`src/rtl/axi_lite_regbank.sv`:
```
// AXI4-Lite slave register bank: NUM_REGS x DATA_WIDTH registers with byte-lane writes.
// Independent AW/W acceptance in either order, single-cycle commit, SLVERR outside the map.
module axi_lite_regbank #(
  parameter int ADDR_WIDTH = 32,
  parameter int DATA_WIDTH = 32,
  parameter int NUM_REGS   = 16
) (
  input  logic                    aclk,
  input  logic                    areset,
  input  logic [ADDR_WIDTH-1:0]   awaddr,
  input  logic                    awvalid,
  output logic                    awready,
  input  logic [DATA_WIDTH-1:0]   wdata,
  input  logic [DATA_WIDTH/8-1:0] wstrb,
  input  logic                    wvalid,
  output logic                    wready,
  output logic [1:0]              bresp,
  output logic                    bvalid,
  input  logic                    bready,
  input  logic [ADDR_WIDTH-1:0]   araddr,
  input  logic                    arvalid,
  output logic                    arready,
  output logic [DATA_WIDTH-1:0]   rdata,
  output logic [1:0]              rresp,
  output logic                    rvalid,
  input  logic                    rready
);

  localparam int NB = DATA_WIDTH / 8;
  localparam int BL = $clog2(NB);
  localparam int IW = $clog2(NUM_REGS);

  localparam logic [1:0] RESP_OKAY   = 2'b00;
  localparam logic [1:0] RESP_SLVERR = 2'b10;

  logic [DATA_WIDTH-1:0] regs [NUM_REGS];

  logic                  aw_held;
  logic                  w_held;
  logic [ADDR_WIDTH-1:0] aw_addr_q;
  logic [DATA_WIDTH-1:0] w_data_q;
  logic [NB-1:0]         w_strb_q;

  logic                  aw_hs;
  logic                  w_hs;
  logic                  ar_hs;
  logic                  commit;
  logic [ADDR_WIDTH-1:0] wr_addr;
  logic [DATA_WIDTH-1:0] wr_data;
  logic [NB-1:0]         wr_strb;
  logic                  wr_ok;
  logic                  rd_ok;
  logic [IW-1:0]         wr_idx;
  logic [IW-1:0]         rd_idx;

  // In range iff every bit above the decoded index is zero, so high bits never alias.
  function automatic logic addr_in_range(input logic [ADDR_WIDTH-1:0] a);
    return (a >> (BL + IW)) == '0;
  endfunction

  // Readies depend only on internal state (and reset), never on the same channel's valid.
  assign awready = !areset && !aw_held && !bvalid;
  assign wready  = !areset && !w_held  && !bvalid;
  assign arready = !areset && (!rvalid || rready);

  assign aw_hs = awvalid && awready;
  assign w_hs  = wvalid  && wready;
  assign ar_hs = arvalid && arready;

  // NOTE: every signal written here gets a default first so no latch can be inferred.
  always_comb begin
    wr_addr = awaddr;
    wr_data = wdata;
    wr_strb = wstrb;
    if (aw_held) wr_addr = aw_addr_q;
    if (w_held) begin
      wr_data = w_data_q;
      wr_strb = w_strb_q;
    end
  end

  assign commit = (aw_held || aw_hs) && (w_held || w_hs);
  assign wr_ok  = addr_in_range(wr_addr);
  assign rd_ok  = addr_in_range(araddr);
  assign wr_idx = wr_addr[BL +: IW];
  assign rd_idx = araddr[BL +: IW];

  // NOTE: sequential state uses non-blocking assignments so all flops update from pre-edge values.
  always_ff @(posedge aclk) begin
    if (areset) begin
      aw_held   <= 1'b0;
      w_held    <= 1'b0;
      aw_addr_q <= '0;
      w_data_q  <= '0;
      w_strb_q  <= '0;
      bvalid    <= 1'b0;
      bresp     <= RESP_OKAY;
    end else begin
      if (bvalid && bready) bvalid <= 1'b0;
      if (commit) begin
        aw_held <= 1'b0;
        w_held  <= 1'b0;
        bvalid  <= 1'b1;
        bresp   <= wr_ok ? RESP_OKAY : RESP_SLVERR;
      end else begin
        if (aw_hs) begin
          aw_held   <= 1'b1;
          aw_addr_q <= awaddr;
        end
        if (w_hs) begin
          w_held   <= 1'b1;
          w_data_q <= wdata;
          w_strb_q <= wstrb;
        end
      end
    end
  end

  // NOTE: the register file is reset explicitly because software relies on zeros after
  // reset; this keeps it as flops rather than an inferred RAM.
  always_ff @(posedge aclk) begin
    if (areset) begin
      for (int i = 0; i < NUM_REGS; i++) regs[i] <= '0;
    end else if (commit && wr_ok) begin
      for (int b = 0; b < NB; b++) begin
        if (wr_strb[b]) regs[wr_idx][8*b +: 8] <= wr_data[8*b +: 8];
      end
    end
  end

  // Reads sample regs before any same-edge commit lands, returning the old value.
  always_ff @(posedge aclk) begin
    if (areset) begin
      rvalid <= 1'b0;
      rdata  <= '0;
      rresp  <= RESP_OKAY;
    end else if (ar_hs) begin
      rvalid <= 1'b1;
      rdata  <= rd_ok ? regs[rd_idx] : '0;
      rresp  <= rd_ok ? RESP_OKAY : RESP_SLVERR;
    end else if (rready) begin
      rvalid <= 1'b0;
    end
  end

endmodule

```
`config.mk`:
```
export PLATFORM = sky130hd
export DESIGN_NAME = axi_lite_regbank
export DESIGN_NICKNAME = d
export VERILOG_FILES = /design/src/rtl/axi_lite_regbank.sv
export SDC_FILE = /design/constraint.sdc
export NUM_CORES = 1
export LEC_CHECK = 0
export ABC_AREA = 1
export CELL_PAD_IN_SITES_DETAIL_PLACEMENT = 1
export CELL_PAD_IN_SITES_GLOBAL_PLACEMENT = 2
export CORE_MARGIN = 4
export CORE_UTILIZATION = 35
export DETAILED_ROUTE_END_ITERATION = 16
export PLACE_DENSITY_LB_ADDON = 0.2
export SKIP_LAST_GASP = 1
export SLEW_MARGIN = 40
export SYNTH_ARGS = -nofsm -noshare
export SYNTH_HDL_FRONTEND = slang
export SYNTH_SLANG_ARGS = --single-unit
```
`constraint.sdc`:
```
create_clock -name aclk -period 2 [get_ports aclk]
set_input_delay 0.4 -clock aclk [delete_from_list [all_inputs] [get_ports aclk]]
set_output_delay 0.4 -clock aclk [all_outputs]
set_load 0.01 [all_outputs]
```
After elaboration in Yosys (flattened, before gate mapping)
Memory sizes are Yosys's and may differ from the RTL's.
Index checks and enable logic that the tools add are counted.
Operators by class
  muxes and demuxes: 31
  bitwise operators: 1
  reductions and logical operators: 27
Operators by type and width (count)
  32-bit two-way mux: 4
  32-bit logical NOT: 2
  32-bit OR reduction: 1
  1-bit two-way mux: 22
  4-bit two-way mux: 3
  1-bit logical AND: 11
  1-bit logical NOT: 5
  2-bit two-way mux: 2
  2-bit AND reduction: 2
  2-bit nonzero test: 2
  1-bit logical OR: 3
  2-bit OR reduction: 1
  1-bit NOT: 1
Storage, ports and cells
  flip-flop bits (word level): 108
  bits in writable memories: 512
  bits of input ports: 107
  output and inout bits: 41
  logic and storage cells: 70
  memories kept: 1
Memories
  regs: depth 16, width 32, read ports 1, clocked after memory_dff 0, write ports 16, line 36  | logic [DATA_WIDTH-1:0] regs [NUM_REGS];

Logic depth before layout (Yosys ltp)
  depth in word-level cells: 12
  depth in mapped cells: 10
  gate-level depth less buffers: 8

Least setup slack after synthesis
No wires, ideal clock.
  path kind: input to register
  start: input port areset
  end: memory regs[14][24], enable pin
  data arrival time: 1.800 ns
  required time: 1.671 ns
  path slack: -0.129 ns
  cell stages on the path: 10
  path buffers: 3
  cell sequence: buf_6 -> clkinv_2 -> nand4_2 -> nand2_2 -> nand2_2 -> a21oi_2 -> buf_6 -> buf_8 -> nand4_4 -> nand2_1
RTL lines
  from (decl): line 9  | input logic areset,
  to (decl): line 36

==> results.toml <==
[clocking]
cts_root_buf = "clkbuf_16"
holdBufCountCts = 0
clock_latency_ns = 0.61
numCtsBuffers = 73
cts_htree_levels = 3
clkTransAtPathRegs_ns = 0.06
cts_sinks = 616
cts_tree = "yes"
clockBufferDepth = 3

[synth]
synth_compound_area_frac = 0.0199
yosys.area_share.adder = 0
yosysMostFrequentCell = "nor2_1"
yosys_most_used_dff = "edfxtp_1"
yosys.area_share.simple = 0.317
synth_xor_area_frac = 0
yosys-top-cells-count = "676 x nor2_1, 652 x nand2_1, 512 x edfxtp_1, 486 x nand3_1, 156 x clkbuf_1"
synth_top_area_cell = "edfxtp_1"
ys_seq_elements = 616
synth_cells = 2907
synth_area_leaders = "edfxtp_1 54%, nor2_1 8.9%, nand2_1 8.6%"
syn-mean-instance-area_sq_um = 9.76
syn-cell-area_sq_um = 28400
synth_enable_flop_cells = 512
synth_cell_types = 32
seq_area_frac_synth = 0.615
synthMuxAreaShare = 0.0113
synth_top_family_by_area = "simple AND/OR/NAND/NOR gates"
yosysWarnings = 0
async_flop_share = 0
netlist.area_leader.share = 0.542

[critical_path]
path_buf_inv = 2
reg2reg_from = "aw_held"
crit_arrival_ns = 2.30
critPathMaxStageDelay_ns = 0.39
crit_top_cell = "buf_12"
crit_path_top_delay_cell = "dfxtp_4"
worstPathCellList = "or2_1 -> nor2_1 -> nand3_2 -> nand2_8 -> buf_12 -> buf_12 -> nand4_4 -> nand2_4"
cp_data_required_time_ns = 2.30
cp-end-kind = "flip-flop"
critPathLaunchType = "flip-flop"
path_delay_family = "simple AND/OR/NAND/NOR gates"
timing.critical_path.from = "aw_held"
critPathKind = "reg -> reg"
crit_fanout = 8

[finish]
area_growth_pct = 30.7
finalNetCount = 3319
n_antenna_cell = 0
final_layout_size_suffix_gt1_frac = 0.198
instances_no_fill = 4330

[place]
io_buffer_count = 141
place_congestion = 0.811
place_hpwl_um = 65600
dp.cells = 4184
pre_cts_slack_ns = -0.703

[drt]
vias_per_cell = 5.16
num_vias = 22400
avgRoutedWirePerCell_um = 22.2
drt_pass1_iterations = 5
ant_nets = 0
wirelength_um = 95900
remaining_drc_errors = 0
drt-initial-drc-count = 1664

[timing]
rsz0062_at_grt = "true"
setup_slack_ns = -0.00103
hold_ws_ns = 0.331
tightestPinTransition_ns = 0.804
finalHoldViolCount = 0
maxSlewViolCount = 0
min_period_ns = 2.00
fmax_mhz = 500
final-setup-viol-count = 3
timing.slew.headroom = 0.464
finalCritPeriodShare = 1.00
fin_skew_ns = 0.0270

[floorplan]
ios = 148
num_rows = 104
die_h_um = 293
coreArea_sq_um = 80400
die_w_um = 293
dieArea_sq_um = 85700
start_util = 0.353

[global_routing]
first_global_vias = 23900
antenna_found_initial = 3
grt_max_degree = 76
grt_first_pass_wirelength_um = 146000
track_usage = 0.223
grt_overflow_total = 0

[run]
drv_cap = 0

[hold_path]
hp-start = "areset"
hp-class = "in -> reg"

[outcome]
failed_checks = "setup timing"
outcome = "complete, but fails checks"

[power]
p_leak_nw = 14.6
vdd_drop_max_v = 0.000598
power_density_nw_per_um2 = 846
[final cells by class]
cell class / count / area, sq um
timing repair buffer: 428 / 5060
clock buffer: 102 / 2100
multi-input combinational: 2066 / 10800
clock inverter: 31 / 230
fill: 8831 / 43300
tap: 1060 / 1330
inverter: 27 / 119
sequential: 616 / 17500
[kinds of logic after synthesis]
group,count (synthesis)
AO/OA/AOI/OAI,112
buffers and inverters,226
flip-flops,616
multiplexers,32
other,1
AND/OR/NAND/NOR,1920
[per-layer routing]
layer	wire length, um	track usage	share of wire
met5	27	0	0.00028
met4	2350	0.0671	0.024
met3	5060	0.0372	0.053
met2	46400	0.376	0.48
met1	42100	0.296	0.44
[through the flow]
step	power [W]	setup TNS (ns)	utilization	instance area, sq um
floorplan	0.0164	-5.62	-	28600
global placement	0.0184	-594.35	0.418	33600
detailed placement	0.0185	-595.55	0.418	33600
CTS	0.0316	-5.24	0.456	36600
global route	0.0326	-9.61	0.461	37100
finish	0.0314	-0.00279	0.461	37100
[sequential cells by signal, summed over array words and instances (netlist names)]
register and cells:
aw_addr_q 30, aw_held 1, bresp 1, bvalid 1, rdata 32, regs 512
rresp 1, rvalid 1, w_data_q 32, w_held 1, w_strb_q 4
[cells in the final DEF, fill, tap and decap left out, types with 5 or more instances in the layout]
cell type	netlist	final
buf_6	10	40
clkinv_1	1	14
nand3_1	486	483
nand4_4	54	60
clkdlybuf4s50_1	0	130
mux2i_2	0	8
nand2_1	652	576
inv_1	20	17
mux2i_1	32	24
clkbuf_16	0	78
inv_2	4	5
nor2_2	24	45
buf_4	7	142
buf_12	0	99
o21ai_0	68	68
nand4_2	11	5
nand2_4	0	53
edfxtp_1	512	512
nor2_1	676	623
a21oi_1	40	40
buf_16	0	5
clkinv_2	1	10
dfxtp_1	104	102
nand2_2	3	23
inv_6	0	5
nor2_4	5	37
clkbuf_8	0	6
clkbuf_1	156	18
[worst reg2reg max path: stages, from the launching register on]
cell	delay (ns)
dfxtp_4	0.39
or2_1	0.24
nor2_1	0.13
nand3_2	0.14
nand2_8	0.16
buf_12	0.17
buf_12	0.16
nand4_4	0.15
nand2_4	0.18
[what timing repair did]
item / CTS / global route
setup endpoints to repair: 1030 / 989
pin swaps: 6 / 27
gates resized for setup: 103 / 139
cloned: 6 / 0
setup buffers: 11 / 0
[worst paths after layout]
check	end	cells after the start	slack, ns
hold reg to reg	rdata[16]	2	0.46
hold / removal	rdata[7]	3	0.33
setup / recovery	regs[8][11]	8	-0.001
setup reg to reg	regs[8][11]	8	-0.001
[where the power goes]
part | internal (W) | switching (W)
Sequential | 0.0143 | 0.000181
Combinational | 0.00138 | 0.00249
Clock | 0.00772 | 0.00528
Total | 0.0234 | 0.00795
Power figures use the tool's default switching activity.
